## config.mk

```make
export PLATFORM = sky130hd
export DESIGN_NAME = tlc_safety_monitor
export DESIGN_NICKNAME = d
export VERILOG_FILES = /design/src/rtl/tlc_safety_monitor.sv
export SDC_FILE = /design/constraint.sdc
export NUM_CORES = 1
export LEC_CHECK = 0
export CAP_MARGIN = 10
export CORE_ASPECT_RATIO = 0.75
export CORE_MARGIN = 2
export CORE_UTILIZATION = 50
export DETAILED_ROUTE_END_ITERATION = 10
export GPL_TIMING_DRIVEN = 0
export PLACE_DENSITY_LB_ADDON = 0.08
export SKIP_LAST_GASP = 1
export SLEW_MARGIN = 20
export SYNTH_ARGS = -nofsm -noshare
export SYNTH_HDL_FRONTEND = slang
export SYNTH_SLANG_ARGS = --single-unit
export TNS_END_PERCENT = 1
```

## constraint.sdc

```tcl
create_clock -name clk -period 2.05 [get_ports clk]
set_input_delay 0.41 -clock clk [delete_from_list [all_inputs] [get_ports clk]]
set_output_delay 0.41 -clock clk [all_outputs]
set_load 0.1 [all_outputs]
```

## src/rtl/tlc_safety_monitor.sv

```systemverilog
// Safety stage between the traffic-light FSM and the lamp drivers. It passes
// legal light codes through one cycle late and latches a fault, with both roads RED, on any violation.
//
// state  | meaning
// INIT   | forced all-RED for STARTUP_CYC cycles, no checks
// PASS   | legal codes forwarded to the lamps with one cycle of latency
// FAULT  | all-RED, fault_code held until cleared with both roads RED
module tlc_safety_monitor #(
  parameter int STARTUP_CYC = 4,
  parameter int MIN_YEL     = 2,
  parameter int MAX_GRN     = 16,
  parameter int CW          = 5
) (
  input  logic       clk,
  input  logic       rst,
  input  logic [1:0] rA,
  input  logic [1:0] rB,
  input  logic       fault_clr,
  output logic [1:0] oA,
  output logic [1:0] oB,
  output logic       pass,
  output logic       fault,
  output logic [2:0] fault_code
);

  localparam logic [1:0] RED = 2'b00;
  localparam logic [1:0] YEL = 2'b01;
  localparam logic [1:0] GRN = 2'b10;
  localparam logic [1:0] ILL = 2'b11;

  localparam logic [CW-1:0] G_SAT  = CW'(MAX_GRN + 1);
  localparam logic [CW-1:0] G_LIM  = CW'(MAX_GRN);
  localparam logic [CW-1:0] Y_MIN  = CW'(MIN_YEL);
  localparam logic [CW-1:0] Y_SAT  = '1;
  localparam logic [CW-1:0] S_LAST = CW'(STARTUP_CYC - 1);
  localparam logic [CW-1:0] ONE    = CW'(1);

  typedef enum logic [1:0] {S_INIT, S_PASS, S_FAULT} state_t;

  state_t        state;
  logic [1:0]    prev_a, prev_b;
  logic [CW-1:0] ycnt_a, ycnt_b, gcnt_a, gcnt_b, scnt;
  logic [2:0]    code;

  function automatic logic bad_seq(input logic [1:0] prev, input logic [1:0] cur);
    return (prev == RED && cur == YEL) || (prev == GRN && cur == RED) ||
           (prev == YEL && cur == GRN);
  endfunction

  // History runs in every state so the first PASS cycle already sees valid predecessors.
  always_ff @(posedge clk) begin
    if (rst) begin
      prev_a <= RED;
      prev_b <= RED;
      ycnt_a <= '0;
      ycnt_b <= '0;
      gcnt_a <= '0;
      gcnt_b <= '0;
    end else begin
      prev_a <= rA;
      prev_b <= rB;
      ycnt_a <= (rA == YEL) ? ((ycnt_a == Y_SAT) ? ycnt_a : ycnt_a + ONE) : '0;
      ycnt_b <= (rB == YEL) ? ((ycnt_b == Y_SAT) ? ycnt_b : ycnt_b + ONE) : '0;
      gcnt_a <= (rA == GRN) ? ((gcnt_a == G_SAT) ? gcnt_a : gcnt_a + ONE) : '0;
      gcnt_b <= (rB == GRN) ? ((gcnt_b == G_SAT) ? gcnt_b : gcnt_b + ONE) : '0;
    end
  end

  always_comb begin
    code = 3'd0;
    if (rA != RED && rB != RED)
      code = 3'd1;
    else if (rA == ILL || rB == ILL)
      code = 3'd2;
    else if (bad_seq(prev_a, rA) || bad_seq(prev_b, rB))
      code = 3'd3;
    else if ((prev_a == YEL && rA == RED && ycnt_a < Y_MIN) ||
             (prev_b == YEL && rB == RED && ycnt_b < Y_MIN))
      code = 3'd4;
    else if ((rA == GRN && gcnt_a >= G_LIM) || (rB == GRN && gcnt_b >= G_LIM))
      code = 3'd5;
  end

  always_ff @(posedge clk) begin
    if (rst) begin
      state      <= S_INIT;
      oA         <= RED;
      oB         <= RED;
      pass       <= 1'b0;
      fault      <= 1'b0;
      fault_code <= 3'd0;
      scnt       <= '0;
    end else begin
      case (state)
        S_INIT: begin
          oA <= RED;
          oB <= RED;
          if (scnt == S_LAST) begin
            state <= S_PASS;
            pass  <= 1'b1;
            scnt  <= '0;
          end else begin
            scnt <= scnt + ONE;
          end
        end
        S_PASS: begin
          if (code != 3'd0) begin
            state      <= S_FAULT;
            oA         <= RED;
            oB         <= RED;
            pass       <= 1'b0;
            fault      <= 1'b1;
            fault_code <= code;
          end else begin
            oA <= rA;
            oB <= rB;
          end
        end
        S_FAULT: begin
          oA <= RED;
          oB <= RED;
          if (fault_clr && rA == RED && rB == RED) begin
            state      <= S_INIT;
            fault      <= 1'b0;
            fault_code <= 3'd0;
            scnt       <= '0;
          end
        end
        default: state <= S_INIT;
      endcase
    end
  end

endmodule

```

# Word level (Yosys, flattened, before mapping)
# Index checks and enable logic that the tools add are counted.
[classes]
bitwise_logic = 4
mux = 25
order_cmp = 4
add_sub_neg = 5
eq_ne = 20
n_reduce_logical = 44
[op_table]
columns = ["cell", "n"]
rows = [
  ["adder 5 x 1 -> 5 bit (second input constant)", 5],
  ["2-to-1 mux 3 bit", 7],
  ["== test 5 bit (second input constant)", 4],
  ["logical AND 1 bit", 15],
  ["== test 2 bit (second input constant)", 7],
  ["nonzero test 2 bit", 6],
  ["== test 2 x 1 -> 1 bit (second input constant)", 5],
  [">= comparator 5 bit (second input constant)", 2],
  ["zero test 2 bit", 5],
  ["less-than comparator 5 x 2 -> 1 bit (second input constant)", 2],
  ["2-to-1 mux 2 bit", 5],
  ["2-to-1 mux 5 bit", 2],
  ["one-hot mux 5 bit (2 select lines)", 1],
  ["OR reduction 2 bit", 5],
  ["AND reduction 3 bit", 3],
  ["logical OR 1 bit", 8],
  ["one-hot mux 2 bit (2 select lines)", 2],
  ["!= test 2 bit (second input constant)", 3],
  ["one-hot mux 2 bit (3 select lines)", 1],
  ["one-hot mux 3 bit (2 select lines)", 1],
  ["== test 5 x 2 -> 1 bit (second input constant)", 1],
  ["2-to-1 mux 1 bit", 4],
  ["inverter 1 bit", 4],
  ["one-hot mux 1 bit (2 select lines)", 2],
  ["other kinds (2)", 2],
]
[word_totals]
word_cells = 115
ff_bits = 40

# Logic depth before layout (Yosys ltp)
[logic_depth]
word_depth = 11
mapped_depth = 6

# Worst setup path before layout
# Ideal clock, no wire load.
[synth_timing]
path_type = "input to register"
from = "input port rB[0]"
to = "register fault_code[1]"
slack_ps = 205
setup_ps = 72
stages = 6
arrival_time_ps = 1773
n_path_buf = 1
path_cell_list = "buf_2 > or4b_1 > nand4_1 > a221o_2 > o41ai_4 > mux2i_1"
[synth_via]
elab_chain_cells = 11
elab_cells_between_ends = 30
classes_between = "eq/ne: 5; mux: 7; reduce/logical: 18"
[synth_rtl]
columns = ["element", "line_no", "rtl"]
rows = [
  ["start, declared", "17", "input logic [1:0] rB,"],
  ["== test 2 bit (tied with other cells)", "47, 80", ""],
  ["logical AND 1 bit, on equally long branches", "80, 46, 78", ""],
  ["logical OR 1 bit (tied with other cells)", "80", "else if ((rA == GRN && gcnt_a >= G_LIM) || (rB == GRN && gcnt_b >= G_LIM))"],
  ["2-to-1 mux 3 bit (tied with other cells)", "80", ""],
  ["2-to-1 mux 3 bit or logical OR 1 bit (tied branches)", "77, 75", ""],
  ["2-to-1 mux 3 bit", "75", "else if (bad_seq(prev_a, rA) || bad_seq(prev_b, rB))"],
  ["2-to-1 mux 3 bit", "73", "else if (rA == ILL || rB == ILL)"],
  ["2-to-1 mux 3 bit", "71", "if (rA != RED && rB != RED)"],
  ["nonzero test 3 bit", "107", "if (code != 3'd0) begin"],
  ["!= test 2 bit (no source line)", "n/a", ""],
  ["AND reduction 3 bit (no source line)", "n/a", ""],
  ["end signal, assigned", "113", "fault_code <= code;"],
  ["end, declared", "23", "output logic [2:0] fault_code"],
]
# Parallel ways exist; a longest one is shown, timed or not. The select of a mux whose other input is x is not followed.
# A chain may end at the register's enable or synchronous reset.

# Worst setup path in the final report
[layout_timing]
from = "register fault_code[0]"
to = "output port fault_code[0]"
# No word-level cell between the ends.

==> metrics.yaml <==
die_height_um: 57.6
synth_common_cells: "dfxtp_1 (40), nor2_1 (27), nand2_1 (12)"
ant_nets: 0
yosysMostFrequentCell: "dfxtp_1"
crit_fanout: 2
min_period_ns: 2.18
status: "complete, but fails checks"
slew_headroom_pct: 35.2
critical_path_depth: 1
die_w_um: 75.4
critPathLaunch: "fault_code[0]"
fin_skew_ns: 0.00760
dp_hpwl_um: 2840
synth_flop_cell: "dfxtp_1"
rows: 19
violations: "negative setup slack"
synth_area_leaders: "dfxtp_1 (42%), ha_1 (5.9%), nor2_1 (5.3%)"
io_pins: 16
wire_per_inst_um: 13.3
critical_path_class: "register to primary output"
die-area_um2: 4340
slew_viol_final: 0
slowest_delay_ns: 1.14
p_int_w: 0.00127
insertion_delay_ns: 0.30
htree_levels: 2
grt_pass1_vias: 1479
wl_um: 3720
hold_class: "input port to register"
synth_area_um2: 1910
core_area_um2: 3660
r2r_end: "fault_code[0]"
placed_area_um2: 2110
overflow: 0
ys_ff_latch: 40
grt_setup_unrepaired: "true"
ctsRootBufferMaster: "clkbuf_8"
r2r.worst_path.cells: 6
required_ns: 1.64
antennaDiodeCount: 0
dr.first_iter.drc_count: 50
io_buffers: 13
power_frac_comb_pct: 14.4
switching_share_pct: 26.3
yosysWarningCount: 0
finalHoldViolations: 0
p_per_area_nw_per_um2: 768
slowest_stage: "clkdlybuf4s50_1"
path_cells: "clkdlybuf4s50_1"
leakage_nw: 0.876
worst_slack_ns: -0.129
cts_tree: "built"
final_cell_area_um2: 2240
drive_gt1_share_pct: 7.46
via_per_inst: 5.55
whs_ns: 0.435
cp.arrival_ns: 1.77
track_usage_pct: 19.5
cp-endpoint: "fault_code[0]"
vdd_ir_drop_max_mv: 0.398
routabilityCongestion: 0.928
syn_avg_cell_area_um2: 9.33
cts_sinks: 40
switching_power_w: 0.000452
r2r_slack_ns: 0.24
yosys.area.top_type: "dfxtp_1"
grt_start_max_net_pins: 13
ys_seq_area_share_pct: 41.9
path_clk_slew_ns: 0.07
drc: 0
maxCapViolCount: 0
pwr-share-clk_pct: 36.4
cp-start-kind: "register"
timing.rr.start: "prev_b[1]"
vias: 1555
min_period_over_period_pct: 106
antenna_found_initial: 0
synth_cell_types: 42
setup_viol: 8
cts_made_buffers: 5
critPathCaptureType: "primary output"
syn_inst: 205
initial_core_util_pct: 52.3
path_delay_family: "buffers and inverters"
tightestPinTransition_ns: 0.970
synthDominantCellAreaShare_pct: 41.9
ys_async_sr_fraction_pct: 0
final_net_count: 243
syn_to_final_growth_pct: 17.1
path_buf_inv: 1
synth-edff-count: 0
seq_power_share_pct: 49.2
firstDrtPassIters: 4
hp-start: "rB[1]"
grt_pass1_wl_um: 6400
cts_max_path_buffers: 2
fmax_mhz: 459
syn_nets: 221
[final cells by class]
cell class	count	area, um^2
tap	52	65.1
sequential	40	801
fill	331	1420
inverter	7	26.3
multi-input combinational	153	1070
timing repair buffer	15	149
clock buffer	6	72.6
clock inverter	2	35.0
buffer	5	25.0
[per-layer routing]
layer	GRT usage, %	part of all wire [%]	vias to the layer above	routed length (um)
met2	31.2	46	26	1720
met1	24.1	48	735	1780
met5	0	0	-	0
met4	5.26	1.3	0	48
li1	-	-	787	-
met3	8.13	4.6	7	171
[worst min-delay path by stage]
stage / end / slack [ns] / cells after the start
after floorplan: scnt[1] / 0.47 / 2
after global placement: fault / 0.43 / 2
after detailed placement: fault / 0.45 / 2
after CTS: oB[1] / 0.43 / 3
after global routing: oB[1] / 0.42 / 3
final: oB[1] / 0.43 / 3
[logic make-up (layout without fill, tap and decap cells)]
family	count (synthesis)	count (layout)	synth area share [%]
fa+ha+maj	9	9	5.89
flops	40	40	41.9
mux	5	5	2.62
simple gates	94	94	27.3
xor+xnor	17	17	7.78
compound gates	28	28	11.8
buf+inv	12	35	2.68
[state kept, by name, summed over array words and instances (netlist names), 3 cells and up]
register,count
fault_code,3
gcnt_a,5
ycnt_b,5
scnt,5
gcnt_b,5
ycnt_a,5
[cells in the final DEF (no fill, tap or decap), types with 3 or more instances in the layout]
cell type and instances:
dfxtp_1 40, nor2_1 27, nand2_1 12, nand3_1 11, clkdlybuf4s50_1 10, xor2_1 9, ha_1 9, nor2b_1 8
xnor2_1 8, inv_1 7, a21oi_1 6, mux2i_1 5, clkbuf_8 5, nand2b_1 4, nand4b_1 4, nand4_1 4
nor4_1 4, or4b_1 3, or3_1 3, buf_4 3, clkbuf_1 3, o21ai_0 3, a211oi_1 3
[metrics by stage]
stage                     worst slack [ns]  instances  util (%)  total power (W)  TNS [ns]
after CTS                           -0.137        278      60.5          0.00173     -1.76
final                               -0.129        280      61.2          0.00172    -0.828
after floorplan                      0.205        205         -          0.00104         0
after global routing                -0.179        280      61.2          0.00181     -1.42
after detailed placement            -0.425        270      57.6          0.00110     -4.59
after global placement              -0.396        270      57.6          0.00110     -4.20
[power groups by stage]
stage | sequential [W] | combinational, W | clock (W)
2_1_floorplan | 0.000908 | 0.000135 | 0
3_3_place_gp | 0.000860 | 0.000236 | 0
3_5_place_dp | 0.000863 | 0.000241 | 0
4_1_cts | 0.000845 | 0.000242 | 0.000644
5_1_grt | 0.000850 | 0.000270 | 0.000686
6_report | 0.000846 | 0.000248 | 0.000627
[timing repair]
| action | 4_1_cts | 5_1_grt |
|---|---|---|
| gates cloned | 0 | 0 |
| setup endpoints to repair | 18 | 19 |
| pin swaps | 0 | 1 |
| hold buffers | 0 | 0 |
| gates resized for setup | 1 | 3 |
| setup buffers | 0 | 2 |
Note: power is estimated with default switching activity, not from simulation.
